`src/rtl/mctrl_pkg.sv`:
```
// Shared types for the multi-cycle sequencer: opcodes, ALUop codes, state and
// instruction-class enums, and the Moore control set decoded from (state, class).
package mctrl_pkg;

  localparam logic [5:0] OP_R    = 6'b000000;
  localparam logic [5:0] OP_LW   = 6'b100011;
  localparam logic [5:0] OP_SW   = 6'b101011;
  localparam logic [5:0] OP_BEQ  = 6'b000100;
  localparam logic [5:0] OP_ADDI = 6'b001000;

  localparam logic [1:0] ALU_ADD   = 2'b00;
  localparam logic [1:0] ALU_SUB   = 2'b01;
  localparam logic [1:0] ALU_FUNCT = 2'b10;

  typedef enum logic [2:0] {FETCH, DECODE, EXEC, MEM, WB} state_e;
  typedef enum logic [2:0] {R, LW, SW, BEQ, ADDI, ILL} class_e;

  typedef struct packed {
    logic       inst_ready;
    logic       reg_dst;
    logic [1:0] alu_op;
    logic       alu_src;
    logic       mem_read;
    logic       mem_write;
    logic       mem_to_reg;
    logic       reg_write;
    logic       pc_write;
    logic       illegal;
    logic       busy;
  } ctrl_t;

  // Controls that depend only on the state and latched class.
  function automatic ctrl_t moore_ctrl(input state_e st, input class_e cl);
    ctrl_t c;
    c = '0;
    case (st)
      FETCH: c.inst_ready = 1'b1;
      DECODE: begin
        c.busy    = 1'b1;
        c.illegal = (cl == ILL);
      end
      EXEC: begin
        c.busy = 1'b1;
        case (cl)
          R: begin
            c.alu_op  = ALU_FUNCT;
            c.reg_dst = 1'b1;
          end
          LW, SW, ADDI: begin
            c.alu_op  = ALU_ADD;
            c.alu_src = 1'b1;
          end
          BEQ: begin
            c.alu_op   = ALU_SUB;
            c.pc_write = 1'b1;
          end
          default: c.busy = 1'b1;
        endcase
      end
      MEM: begin
        c.busy      = 1'b1;
        c.alu_src   = 1'b1;
        c.mem_read  = (cl == LW);
        c.mem_write = (cl == SW);
      end
      WB: begin
        c.busy       = 1'b1;
        c.reg_write  = 1'b1;
        c.pc_write   = 1'b1;
        c.mem_to_reg = (cl == LW);
        c.reg_dst    = (cl == R);
        c.alu_op     = (cl == R) ? ALU_FUNCT : ALU_ADD;
      end
      default: c.inst_ready = 1'b1;
    endcase
    return c;
  endfunction

endpackage

```
`src/rtl/mctrl_decode.sv`:
```
// Combinational opcode to instruction-class mapping; anything unrecognised is ILL.
module mctrl_decode
  import mctrl_pkg::*;
(
  input  logic [5:0] opcode_i,
  output class_e     class_o
);

  always_comb begin
    class_o = ILL;
    case (opcode_i)
      OP_R:    class_o = R;
      OP_LW:   class_o = LW;
      OP_SW:   class_o = SW;
      OP_BEQ:  class_o = BEQ;
      OP_ADDI: class_o = ADDI;
      default: class_o = ILL;
    endcase
  end

endmodule

```
`src/rtl/multicycle_ctrl.sv`:
```
// Multi-cycle FETCH/DECODE/EXEC/MEM/WB sequencer with a bounded MEM wait.
// Define MULTICYCLE_CTRL_PERF_EN to add retired_cnt/stall_cnt performance counters.
//
// Handshakes: fetch uses valid/ready -- an instruction transfers on a cycle where
// inst_valid and inst_ready are both high (ir_write marks that cycle); data memory
// completes on any MEM cycle where mem_ready is high, and mem_ready is ignored elsewhere.
module multicycle_ctrl
  import mctrl_pkg::*;
#(
  parameter int MEM_TIMEOUT = 15,
  parameter int CNT_W       = 32
) (
  input  logic       clk,
  input  logic       reset,
  input  logic [5:0] opcode,
  input  logic       inst_valid,
  output logic       inst_ready,
  input  logic       is_zero,
  input  logic       mem_ready,
  output logic       RegDst,
  output logic       MemRead,
  output logic       MemWrite,
  output logic       MemToReg,
  output logic       ALUSrc,
  output logic       RegWrite,
  output logic [1:0] ALUop,
  output logic       ir_write,
  output logic       pc_write,
  output logic       pc_src,
  output logic       illegal,
  output logic       mem_err,
  output logic       busy
`ifdef MULTICYCLE_CTRL_PERF_EN
  ,
  output logic [CNT_W-1:0] retired_cnt,
  output logic [CNT_W-1:0] stall_cnt
`endif
);

  localparam logic [7:0] TIMEOUT = 8'(MEM_TIMEOUT);

  if (MEM_TIMEOUT < 1 || MEM_TIMEOUT > 255 || CNT_W < 1) begin : g_bad_param
    $error("multicycle_ctrl: MEM_TIMEOUT must be 1..255 and CNT_W at least 1");
  end

  state_e     state_q, state_d;
  class_e     class_q, class_d, dec_class;
  logic [7:0] wait_q, wait_d;
  ctrl_t      ctrl_q;
  logic       in_mem, sw_done, mem_abort;

  mctrl_decode u_decode (
    .opcode_i (opcode),
    .class_o  (dec_class)
  );

  assign in_mem    = (state_q == MEM);
  assign sw_done   = in_mem && (class_q == SW) && mem_ready;
  assign mem_abort = in_mem && !mem_ready && (wait_q == TIMEOUT);

  always_comb begin
    state_d = state_q;
    class_d = class_q;
    wait_d  = '0;
    case (state_q)
      FETCH: begin
        if (inst_valid) begin
          state_d = DECODE;
          class_d = dec_class;
        end
      end
      DECODE: state_d = (class_q == ILL) ? FETCH : EXEC;
      EXEC: begin
        case (class_q)
          R, ADDI: state_d = WB;
          LW, SW:  state_d = MEM;
          default: state_d = FETCH;
        endcase
      end
      MEM: begin
        // mem_ready on the timeout cycle still completes the access normally.
        if (mem_ready) begin
          state_d = (class_q == LW) ? WB : FETCH;
        end else if (wait_q == TIMEOUT) begin
          state_d = FETCH;
        end else begin
          wait_d = wait_q + 8'd1;
        end
      end
      WB:      state_d = FETCH;
      default: state_d = FETCH;
    endcase
  end

  // Moore controls are registered from the next state so they line up with state_q.
  always_ff @(posedge clk) begin
    if (!reset) begin
      state_q <= FETCH;
      class_q <= ILL;
      wait_q  <= '0;
      ctrl_q  <= moore_ctrl(FETCH, ILL);
    end else begin
      state_q <= state_d;
      class_q <= class_d;
      wait_q  <= wait_d;
      ctrl_q  <= moore_ctrl(state_d, class_d);
    end
  end

  assign inst_ready = ctrl_q.inst_ready;
  assign ir_write   = ctrl_q.inst_ready & inst_valid;
  assign RegDst     = ctrl_q.reg_dst;
  assign ALUop      = ctrl_q.alu_op;
  assign ALUSrc     = ctrl_q.alu_src;
  assign MemRead    = ctrl_q.mem_read;
  assign MemWrite   = ctrl_q.mem_write;
  assign MemToReg   = ctrl_q.mem_to_reg;
  assign RegWrite   = ctrl_q.reg_write;
  assign pc_write   = ctrl_q.pc_write | sw_done;
  assign pc_src     = (state_q == EXEC) && (class_q == BEQ) && is_zero;
  assign illegal    = ctrl_q.illegal;
  assign mem_err    = mem_abort;
  assign busy       = ctrl_q.busy;

`ifdef MULTICYCLE_CTRL_PERF_EN
  logic [CNT_W-1:0] retired_q, stall_q;

  always_ff @(posedge clk) begin
    if (!reset) begin
      retired_q <= '0;
      stall_q   <= '0;
    end else begin
      retired_q <= retired_q + CNT_W'(pc_write);
      stall_q   <= stall_q + CNT_W'(in_mem && !mem_ready);
    end
  end

  assign retired_cnt = retired_q;
  assign stall_cnt   = stall_q;
`endif

endmodule

```
`config.mk`:
```
export PLATFORM = sky130hd
export DESIGN_NAME = multicycle_ctrl
export DESIGN_NICKNAME = d
export VERILOG_FILES = /design/src/rtl/mctrl_pkg.sv /design/src/rtl/mctrl_decode.sv /design/src/rtl/multicycle_ctrl.sv
export SDC_FILE = /design/constraint.sdc
export NUM_CORES = 1
export LEC_CHECK = 0
export CAP_MARGIN = 40
export CORE_MARGIN = 8
export CORE_UTILIZATION = 43
export CTS_CLUSTER_DIAMETER = 200
export DETAILED_ROUTE_END_ITERATION = 10
export PLACE_DENSITY = 0.71
export SLEW_MARGIN = 40
export SYNTH_ARGS = -nofsm -noshare
export SYNTH_HDL_FRONTEND = slang
export SYNTH_SLANG_ARGS = --single-unit
export TNS_END_PERCENT = 30
```
`constraint.sdc`:
```
create_clock -name clk -period 1.7 [get_ports clk]
set_input_delay 0.34 -clock clk [delete_from_list [all_inputs] [get_ports clk]]
set_output_delay 0.34 -clock clk [all_outputs]
set_load 0.01 [all_outputs]
```
# After elaboration in Yosys (flattened, before gate mapping)
# Cells that the tools add are included.
# word_totals
regBits	26
output_inout_bits	15
# classes
n_addsub	1
n_eq_ne	22
n_mux	21
bitwise_logic	4
reduce_logical	19
# op_table
op	count
3-bit by 2-bit equality test with 1-bit output, second input constant	8
3-bit 2-to-1 mux	6
3-bit equality test, second input constant	5
3-bit one-hot mux with 5 select lines	1
3-bit by 1-bit equality test with 1-bit output, second input constant	4
6-bit equality test, second input constant	2
3-bit one-hot mux with 2 select lines	2
3-bit one-hot mux with 4 select lines	1
3-bit logical NOT	3
8-bit by 1-bit adder with 8-bit output, second input constant	1
8-bit by 4-bit equality test with 1-bit output, second input constant	1
4-bit OR reduction	2
6-bit by 3-bit equality test with 1-bit output, second input constant	1
6-bit by 4-bit equality test with 1-bit output, second input constant	1
1-bit logical AND	6
6-bit logical NOT	1
1-bit 2-to-1 mux	6
2-bit AND reduction	3
2-bit 2-to-1 mux	2
1-bit one-hot mux with 2 select lines	2
2-bit one-hot mux with 2 select lines	1
2-bit OR reduction	2
3-bit OR reduction	1
1-bit inverter	2
other kinds (3)	3

# Depth between registers and ports, before layout
# Gate-level depths: netlist (run 1).
# depth
word_depth	8
depth_mapped	6
mapped_depth_nobuf	4

# Modules after synthesis
# Synthesis (run 1) repeated with hierarchy kept, for this count alone.
# unflattened
hier_cells	123
area_unflattened_um2	1174.9
# by_module_without_submodules
mod	instances	cells_per_inst	area_each_um2	seq_area_each_um2
multicycle_ctrl	1	114	1107.3	520.5
mctrl_decode	1	9	67.6	0.0

# Least setup slack after synthesis (run 1)
# No wires, ideal clock.
# synth_path
path_type	register -> register
startpoint	reg state_q[0]
endpoint	reg ctrl_q, in the netlist MemWrite
setup_ns	0.088
t_arrival_ns	1.762
required_ns	1.612
slack_ns	-0.150
stages_incl_launch_ff	7
synth_period_minus_slack_ns	1.850
cell_sequence	dfxtp_1 buf_6 or4b_1 buf_2 or3_1 o32a_2 nor4_2
# synth_between
elab_chain_cells	5
elab_cells_between_ends	12
# synth_rtl
item	line	rtl
from (decl)	multicycle_ctrl.sv:46	state_e state_q, state_d;
from (signal assigned)	multicycle_ctrl.sv:103	state_q <= state_d;
3-bit 2-to-1 mux	multicycle_ctrl.sv:84	end else if (wait_q == TIMEOUT) begin
3-bit 2-to-1 mux	multicycle_ctrl.sv:82	if (mem_ready) begin
3-bit one-hot mux with 4 select lines	multicycle_ctrl.sv:65	case (state_q)
3-bit by 2-bit equality test with 1-bit output	mctrl_pkg.sv:36	case (st)
2-bit AND reduction (no source line)	-	
to (signal assigned)	multicycle_ctrl.sv:101	ctrl_q <= moore_ctrl(FETCH, ILL);
to (signal assigned)	multicycle_ctrl.sv:106	ctrl_q <= moore_ctrl(state_d, class_d);
to (decl)	multicycle_ctrl.sv:49	ctrl_t ctrl_q;
# Parallel ways exist; a longest one is shown, timed or not.
# A chain may end at the register's enable or synchronous reset.

# Worst setup path after layout (run 1)
# layout_path
startpoint	reg state_q[2]
endpoint	reg ctrl_q, in the netlist RegDst
# layout_between
elab_chain_cells	5
elab_cells_between_ends	14
# layout_rtl
item	line
3-bit 2-to-1 mux / 3-bit logical NOT (equally long branches)	multicycle_ctrl.sv:84, multicycle_ctrl.sv:65
3-bit 2-to-1 mux, on equally long branches	multicycle_ctrl.sv:82, multicycle_ctrl.sv:65
3-bit one-hot mux with 4 select lines / 3-bit logical NOT (equally long branches)	multicycle_ctrl.sv:65, mctrl_pkg.sv:44, mctrl_pkg.sv:71
3-bit equality test, or another cell as far along	mctrl_pkg.sv:36
3-bit one-hot mux with 2 select lines *	mctrl_pkg.sv:36
# Every way passes the cells marked *; elsewhere a longest branch is shown, timed or not.

==> load_flow_metrics.sql, run 1 <==
INSERT INTO impl_metrics (metric_group, metric, value, unit) VALUES
('detailed_routing', 'num_vias', '1154', ''),
('detailed_routing', 'detail_route.drc_violations', '0', ''),
('yosys', 'avgSynthCellArea', '9.39', 'um^2'),
('finish', 'antenna_cells_inserted', '0', ''),
('run_status', 'outcome', 'finished, violations left', ''),
('clock_network', 'root_buffer', 'sky130_fd_sc_hd__clkbuf_4', ''),
('timing', 'setup_slack', '-86.6', 'ps'),
('timing', 'min_period_over_period', '1.05', ''),
('yosys', 'synth_seq_cells', '26', ''),
('finish', 'layout.nets', '191', ''),
('die', 'io-pin-count', '26', ''),
('yosys', 'post_synth_arst_share', '0', ''),
('power', 'pwrdens', '664', 'mW/mm^2'),
('yosys', 'synth.cell_area', '0.00113', 'mm^2'),
('detailed_routing', 'dr.first_iter.drc_count', '46', ''),
('clock_network', 'cts_tree', 'done', ''),
('finish', 'mostFrequentLayoutCells', '34 x sky130_fd_sc_hd__buf_4, 19 x sky130_fd_sc_hd__dfxtp_1, 19 x sky130_fd_sc_hd__clkdlybuf4s50_1', ''),
('placement', 'dpl_cell_area', '0.00163', 'mm^2'),
('yosys', 'ys.flop_type', 'sky130_fd_sc_hd__dfxtp_1', ''),
('finish', 'final_core_utilization', '0.711', ''),
('clock_network', 'ctsHtreeMaxLevel', '1', ''),
('yosys', 'ys_warn_count', '0', ''),
('placement', 'dp_slack', '-524', 'ps'),
('critical_path', 'critPathLaunchType', 'register', ''),
('hold_path', 'timing.hold.worst.class', 'register to register', ''),
('die', 'die_h', '67.2', 'um'),
('placement', 'post-place-cells', '203', ''),
('clock_network', 'insertion_delay', '320', 'ps'),
('detailed_routing', 'wl', '3260', 'um'),
('critical_path', 'worstPathRequired', '1980', 'ps'),
('timing', 'max_clock_freq', '560', 'MHz'),
('clock_network', 'clock_tree.buffer_depth', '2', ''),
('critical_path', 'arrival_time_of_data_at_the_critical_path_endpoint', '2060', 'ps'),
('die', 'row_count', '18', ''),
('global_routing', 'wire_length_of_the_first_global_routing_pass', '5490', 'um'),
('die', 'die_x', '67.2', 'um'),
('finish', 'fin_cells', '208', ''),
('power', 'vdd_drop_max', '0.594', 'mV'),
('timing', 'min_period', '1790', 'ps'),
('global_routing', 'grt_antenna_before_repair', '0', ''),
('finish', 'post_route_cells_drive_above_1_share', '0.348', ''),
('die', 'placeableCoreArea', '0.00248', 'mm^2'),
('placement', 'place.gp.congestion', '0.865', ''),
('clock_network', 'clk_pin_slew', '140', 'ps'),
('yosys', 'synth_edf_count', '0', ''),
('detailed_routing', 'drt-pass1-iter-count', '4', ''),
('timing', 'rsz0062_at_grt', 'true', ''),
('timing', 'finalSetupViolCount', '4', ''),
('timing', 'slew_headroom', '0.765', ''),
('clock_network', 'postCtsHoldBufs', '0', ''),
('placement', 'hpwl', '2420', 'um'),
('run_status', 'violations_in_the_final_reports', 'negative setup slack', ''),
('yosys', 'ys_types', '45', ''),
('yosys', 'netlist_instances', '120', ''),
('die', 'die_area', '0.00452', 'mm^2'),
('critical_path', 'critical_path_class', 'register to register', ''),
('clock_network', 'cts_inserted_buffers', '3', ''),
('timing', 'skew', '7.44', 'ps'),
('finish', 'design_area', '0.00176', 'mm^2'),
('finish', 'final_common_cell', 'sky130_fd_sc_hd__buf_4', ''),
('global_routing', 'grt_start_max_net_pins', '16', ''),
('clock_network', 'cts.sink_count', '26', ''),
('global_routing', 'track_usage', '0.158', ''),
('detailed_routing', 'vias_per_cell', '5.55', ''),
('yosys', 'syn-num-nets', '132', ''),
('global_routing', 'grt-ovfl-total', '0', ''),
('power', 'leakage', '0.770', 'nW'),
('global_routing', 'grt_pass1_vias', '1271', ''),
('yosys', 'synth.yosys.seq_area_share', '0.462', ''),
('detailed_routing', 'ant_nets', '0', ''),
('timing', 'transition_time_at_the_pin_with_the_least_slew_margin', '348', 'ps'),
('run', 'timing.max_cap.violations', '0', ''),
('critical_path', 'worstSetupEndpointType', 'register', ''),
('finish', 'synthToLayoutAreaGrowth', '56.3', '%'),
('timing', 'timing_max_transition_violations_final', '0', ''),
('timing', 'timing.hold.ws', '502', 'ps'),
('detailed_routing', 'post_drt_wl_per_cell', '15.7', 'um'),
('critical_path', 'critical_path.max_fanout', '7', ''),
('timing', 'hold_violations', '0', ''),
('die', 'initial_utilization', '0.455', ''),
('placement', 'io_buffers', '25', '');
## synthesized netlist by cell type, types with 2 or more instances
cell type	instances	area (um^2)
sky130_fd_sc_hd__a21o_1	2	15.0
sky130_fd_sc_hd__a21oi_1	6	30.0
sky130_fd_sc_hd__and3_1	3	18.8
sky130_fd_sc_hd__and4bb_1	2	25.0
sky130_fd_sc_hd__buf_4	2	15.0
sky130_fd_sc_hd__dfxtp_1	26	521
sky130_fd_sc_hd__inv_1	5	18.8
sky130_fd_sc_hd__nand2_1	5	18.8
sky130_fd_sc_hd__nand2b_1	4	25.0
sky130_fd_sc_hd__nand3_1	5	25.0
sky130_fd_sc_hd__nor2_1	15	56.3
sky130_fd_sc_hd__nor2b_1	2	12.5
sky130_fd_sc_hd__nor3_1	3	15.0
sky130_fd_sc_hd__o21ai_0	2	10.0
sky130_fd_sc_hd__o31ai_1	2	15.0
sky130_fd_sc_hd__or3_1	2	12.5
sky130_fd_sc_hd__xnor2_1	2	17.5
sky130_fd_sc_hd__xor2_1	5	43.8
## cell families (layout without fill, tap and decap cells)
kind of cell | count (synthesis) | after routing | share of synthesized area
AO/OA/AOI/OAI | 24 | 24 | 0.155
adder cells (fa/ha/maj) | 1 | 1 | 0.0111
buffers and inverters | 10 | 68 | 0.0477
flip-flops | 26 | 26 | 0.462
XOR/XNOR | 7 | 7 | 0.0544
AND/OR/NAND/NOR | 52 | 52 | 0.270
## critical path, stage by stage, from the launching register on
cell and delay, ps:
sky130_fd_sc_hd__dfxtp_2 360, sky130_fd_sc_hd__or4b_4 540, sky130_fd_sc_hd__or3_4 340, sky130_fd_sc_hd__o32a_4 230, sky130_fd_sc_hd__and4bb_1 270
## cell type report
cell class / count / area [um^2]
fillers: 191 / 716
multi-input cells: 84 / 629
flip-flops and latches: 26 / 529
repair buffers: 59 / 494
well taps: 30 / 37.5
clock inverters: 1 / 30.0
clock buffers: 3 / 22.5
inverters: 5 / 18.8
## per-stage QoR
stage	power [mW]	TNS [ps]
3_5_place_dp	0.754	-7230
4_1_cts	1.17	-340
2_1_floorplan	0.675	-651
6_report	1.17	-220
3_3_place_gp	0.751	-6720
5_1_grt	1.22	-666
## sequential cells by signal, summed over array words and instances, names as in the netlist
name        cells
ALUSrc          1
ALUop           2
MemRead         1
MemToReg        1
MemWrite        1
RegDst          1
RegWrite        1
busy            1
class_q         3
ctrl_q          1
illegal         1
inst_ready      1
state_q         3
wait_q          8
## routing by layer
metal / global-route usage / part of all wire
met5: 0 / 0
met4: 0.141 / 0.051
met3: 0.0348 / 0.045
met2: 0.270 / 0.51
met1: 0.158 / 0.40
## power by group
group / internal, mW / total (mW) / switching [mW]
Sequential: 0.617 / 0.621 / 0.00433
Clock: 0.239 / 0.420 / 0.182
Combinational: 0.0752 / 0.129 / 0.0541
## timing repair
item / 4_1_cts / 5_1_grt
setup endpoints to repair: 14 / 17
pin swaps: 3 / 6
setup buffers: 0 / 1
gates resized for setup: 21 / 13
hold endpoints to repair: 0 / 0
## worst paths after layout
kind	start	to	slack (ps)	depth (start not counted)
min	wait_q[0]	wait_q[0]	500	2
min reg2reg	wait_q[0]	wait_q[0]	500	2
max reg2reg	state_q[2]	RegDst	-90	4
max	state_q[2]	RegDst	-90	4
(Power assumes the default switching activity.)
==> inputs of run 2 (changes only) <==
--- a/config.mk
+++ b/config.mk
@@ -5,7 +5,6 @@
 export SDC_FILE = /design/constraint.sdc
 export NUM_CORES = 1
 export LEC_CHECK = 0
-export CAP_MARGIN = 40
 export CORE_MARGIN = 8
 export CORE_UTILIZATION = 43
 export CTS_CLUSTER_DIAMETER = 200
==> constraint.sdc (replaced) <==
create_clock -name clk -period 1.7 [get_ports clk]
set_input_delay 0.34 -clock clk [delete_from_list [all_inputs] [get_ports clk]]
set_output_delay 0.34 -clock clk [all_outputs]
set_load 0.05 [all_outputs]
==> load_flow_metrics.sql, run 2 (synthesis results as in run 1) <==
INSERT INTO impl_metrics (metric_group, metric, value, unit) VALUES
('global_routing', 'grt_pass1_vias', '1083', ''),
('power', 'leakage', '0.680', 'nW'),
('die', 'initial_utilization', '0.455', ''),
('critical_path', 'critical_path_class', 'register to primary output', ''),
('critical_path', 'critical_path.max_fanout', '2', ''),
('global_routing', 'wire_length_of_the_first_global_routing_pass', '4530', 'um'),
('detailed_routing', 'ant_nets', '0', ''),
('detailed_routing', 'detail_route.drc_violations', '0', ''),
('timing', 'rsz0062_at_grt', 'true', ''),
('detailed_routing', 'dr.first_iter.drc_count', '44', ''),
('critical_path', 'ff2ff_path_depth', '4', ''),
('hold_path', 'worst_hold_startpoint', 'wait_q[0]', ''),
('detailed_routing', 'post_drt_wl_per_cell', '14.2', 'um'),
('die', 'placeableCoreArea', '0.00248', 'mm^2'),
('run_status', 'violations_in_the_final_reports', 'negative setup slack', ''),
('critical_path', 'setup.reg_to_reg.worst_slack', '-50', 'ps'),
('clock_network', 'clock_tree.buffer_depth', '2', ''),
('global_routing', 'track_usage', '0.127', ''),
('finish', 'layout.nets', '172', ''),
('detailed_routing', 'drt-pass1-iter-count', '4', ''),
('timing', 'setup_slack', '-149', 'ps'),
('clock_network', 'root_buffer', 'sky130_fd_sc_hd__clkbuf_4', ''),
('power', 'power.total', '1.17', 'mW'),
('die', 'die_h', '67.2', 'um'),
('finish', 'design_area', '0.00166', 'mm^2'),
('finish', 'mostFrequentLayoutCells', '25 x sky130_fd_sc_hd__buf_4, 24 x sky130_fd_sc_hd__dfxtp_1, 15 x sky130_fd_sc_hd__nor2_1', ''),
('timing', 'max_clock_freq', '541', 'MHz'),
('clock_network', 'postCtsHoldBufs', '0', ''),
('power', 'vdd_drop_max', '0.572', 'mV'),
('finish', 'antenna_cells_inserted', '0', ''),
('clock_network', 'insertion_delay', '310', 'ps'),
('placement', 'post-place-cells', '185', ''),
('critical_path', 'worstPathRequired', '1360', 'ps'),
('critical_path', 'critPathLaunchType', 'register', ''),
('hold_path', 'timing.hold.worst.class', 'register to register', ''),
('die', 'die_area', '0.00452', 'mm^2'),
('finish', 'synthToLayoutAreaGrowth', '46.9', '%'),
('run', 'timing.max_cap.violations', '0', ''),
('run_status', 'outcome', 'finished, violations left', ''),
('timing', 'min_period', '1850', 'ps'),
('die', 'die_x', '67.2', 'um'),
('die', 'row_count', '18', ''),
('hold_path', 'min_delay_worst_endpoint', 'wait_q[0]', ''),
('global_routing', 'grt_antenna_before_repair', '0', ''),
('finish', 'largest_register_ffs', '8', ''),
('placement', 'dp_slack', '-566', 'ps'),
('timing', 'timing_max_transition_violations_final', '0', ''),
('critical_path', 'worstSetupEndpointType', 'primary output', ''),
('timing', 'finalSetupViolCount', '5', ''),
('placement', 'place.gp.congestion', '0.829', ''),
('clock_network', 'cts_inserted_buffers', '3', ''),
('placement', 'dpl_cell_area', '0.00152', 'mm^2'),
('placement', 'io_buffers', '25', ''),
('finish', 'fin_cells', '189', ''),
('clock_network', 'ctsHtreeMaxLevel', '1', ''),
('die', 'io-pin-count', '26', ''),
('finish', 'regs_by_ff_count', 'wait_q: 8 flops, class_q: 3 flops, state_q: 3 flops', ''),
('timing', 'hold_violations', '0', ''),
('critical_path', 'arrival_time_of_data_at_the_critical_path_endpoint', '1510', 'ps'),
('detailed_routing', 'num_vias', '1005', ''),
('power', 'pwrdens', '708', 'mW/mm^2'),
('clock_network', 'cts.sink_count', '26', ''),
('timing', 'transition_time_at_the_pin_with_the_least_slew_margin', '357', 'ps'),
('finish', 'final_common_cell', 'sky130_fd_sc_hd__buf_4', ''),
('finish', 'largest-register', 'wait_q', ''),
('critical_path', 'crit-reg2reg-capture', 'ALUop[1]', ''),
('clock_network', 'clk_pin_slew', '140', 'ps'),
('timing', 'fin_tns_setup', '-495', 'ps'),
('finish', 'post_route_cells_drive_above_1_share', '0.340', ''),
('global_routing', 'grt-ovfl-total', '0', ''),
('global_routing', 'grt_start_max_net_pins', '16', ''),
('hold_path', 'worstHoldPathCells', '1', ''),
('timing', 'min_period_over_period', '1.09', ''),
('placement', 'hpwl', '2090', 'um'),
('detailed_routing', 'wl', '2680', 'um'),
('timing', 'skew', '7.45', 'ps'),
('detailed_routing', 'vias_per_cell', '5.32', ''),
('clock_network', 'cts_tree', 'done', ''),
('clock_network', 'post-cts-setup-buffers', '0', ''),
('timing', 'slew_headroom', '0.759', ''),
('critical_path', 'worstReg2RegStart', 'state_q[1]', '');
## run 2: cell count changes in the layout (fill, tap and decap cells not counted), moves of 2 or more
| cell | before | now |
|---|---|---|
| sky130_fd_sc_hd__buf_12 | 0 | 4 |
| sky130_fd_sc_hd__buf_2 | 3 | 0 |
| sky130_fd_sc_hd__buf_4 | 34 | 25 |
| sky130_fd_sc_hd__clkdlybuf4s50_1 | 19 | 9 |
| sky130_fd_sc_hd__dfxtp_1 | 19 | 24 |
| sky130_fd_sc_hd__dfxtp_2 | 7 | 2 |
| sky130_fd_sc_hd__dlymetal6s2s_1 | 2 | 0 |
## run 2: layout make-up
| cell class | instances | area, um^2 |
|---|---|---|
| inverter | 5 | 18.8 |
| sequential | 26 | 523 |
| clock buffer | 3 | 22.5 |
| timing repair buffer | 40 | 378 |
| fill | 212 | 821 |
| tap | 30 | 37.5 |
| multi-input combinational | 84 | 647 |
| clock inverter | 1 | 30.0 |
## run 2: critical path, cell delays in order, from the launching register on
cell	delay, ps
sky130_fd_sc_hd__dfxtp_1	360
sky130_fd_sc_hd__nor4_2	380
sky130_fd_sc_hd__nor3b_4	290
sky130_fd_sc_hd__buf_12	170
## run 2: how the worst max path moves through the flow
stage / startpoint / end / slack, ps / depth (start not counted)
after global routing: state_q[1] / pc_write / -220 / 5
final: wait_q[7] / mem_err / -150 / 3
after CTS: state_q[1] / pc_write / -160 / 5
after floorplan: state_q[1] / pc_src / -440 / 3
after global placement: inst_valid / MemWrite / -500 / 5
after detailed placement: inst_valid / MemWrite / -570 / 5
## run 2: per-stage QoR
step,hold WS [ps],utilization
after CTS,425,0.654
after detailed placement,438,0.612
after global placement,430,0.612
after floorplan,411,-
final,425,0.669
after global routing,446,0.669
## run 2: layer usage
metal / track usage / vias to the layer above / wire (um)
met5: 0 / - / 0
met4: 0.0601 / 0 / 14
met3: 0.0298 / 2 / 74
met2: 0.235 / 18 / 1460
met1: 0.131 / 478 / 1130
li1: - / 507 / -
## run 2: what timing repair did
item                                   4_1_cts  5_1_grt
pin swaps                                    5        2
gates resized for setup                     13        6
endpoints found under the hold margin        0        0
setup endpoints to repair                   11       12
## run 2: power breakdown
part	switching (mW)	leakage (nW)	internal (mW)
Sequential	0.00438	0.211	0.616
Clock	0.176	0.0279	0.238
Combinational	0.0687	0.441	0.0693
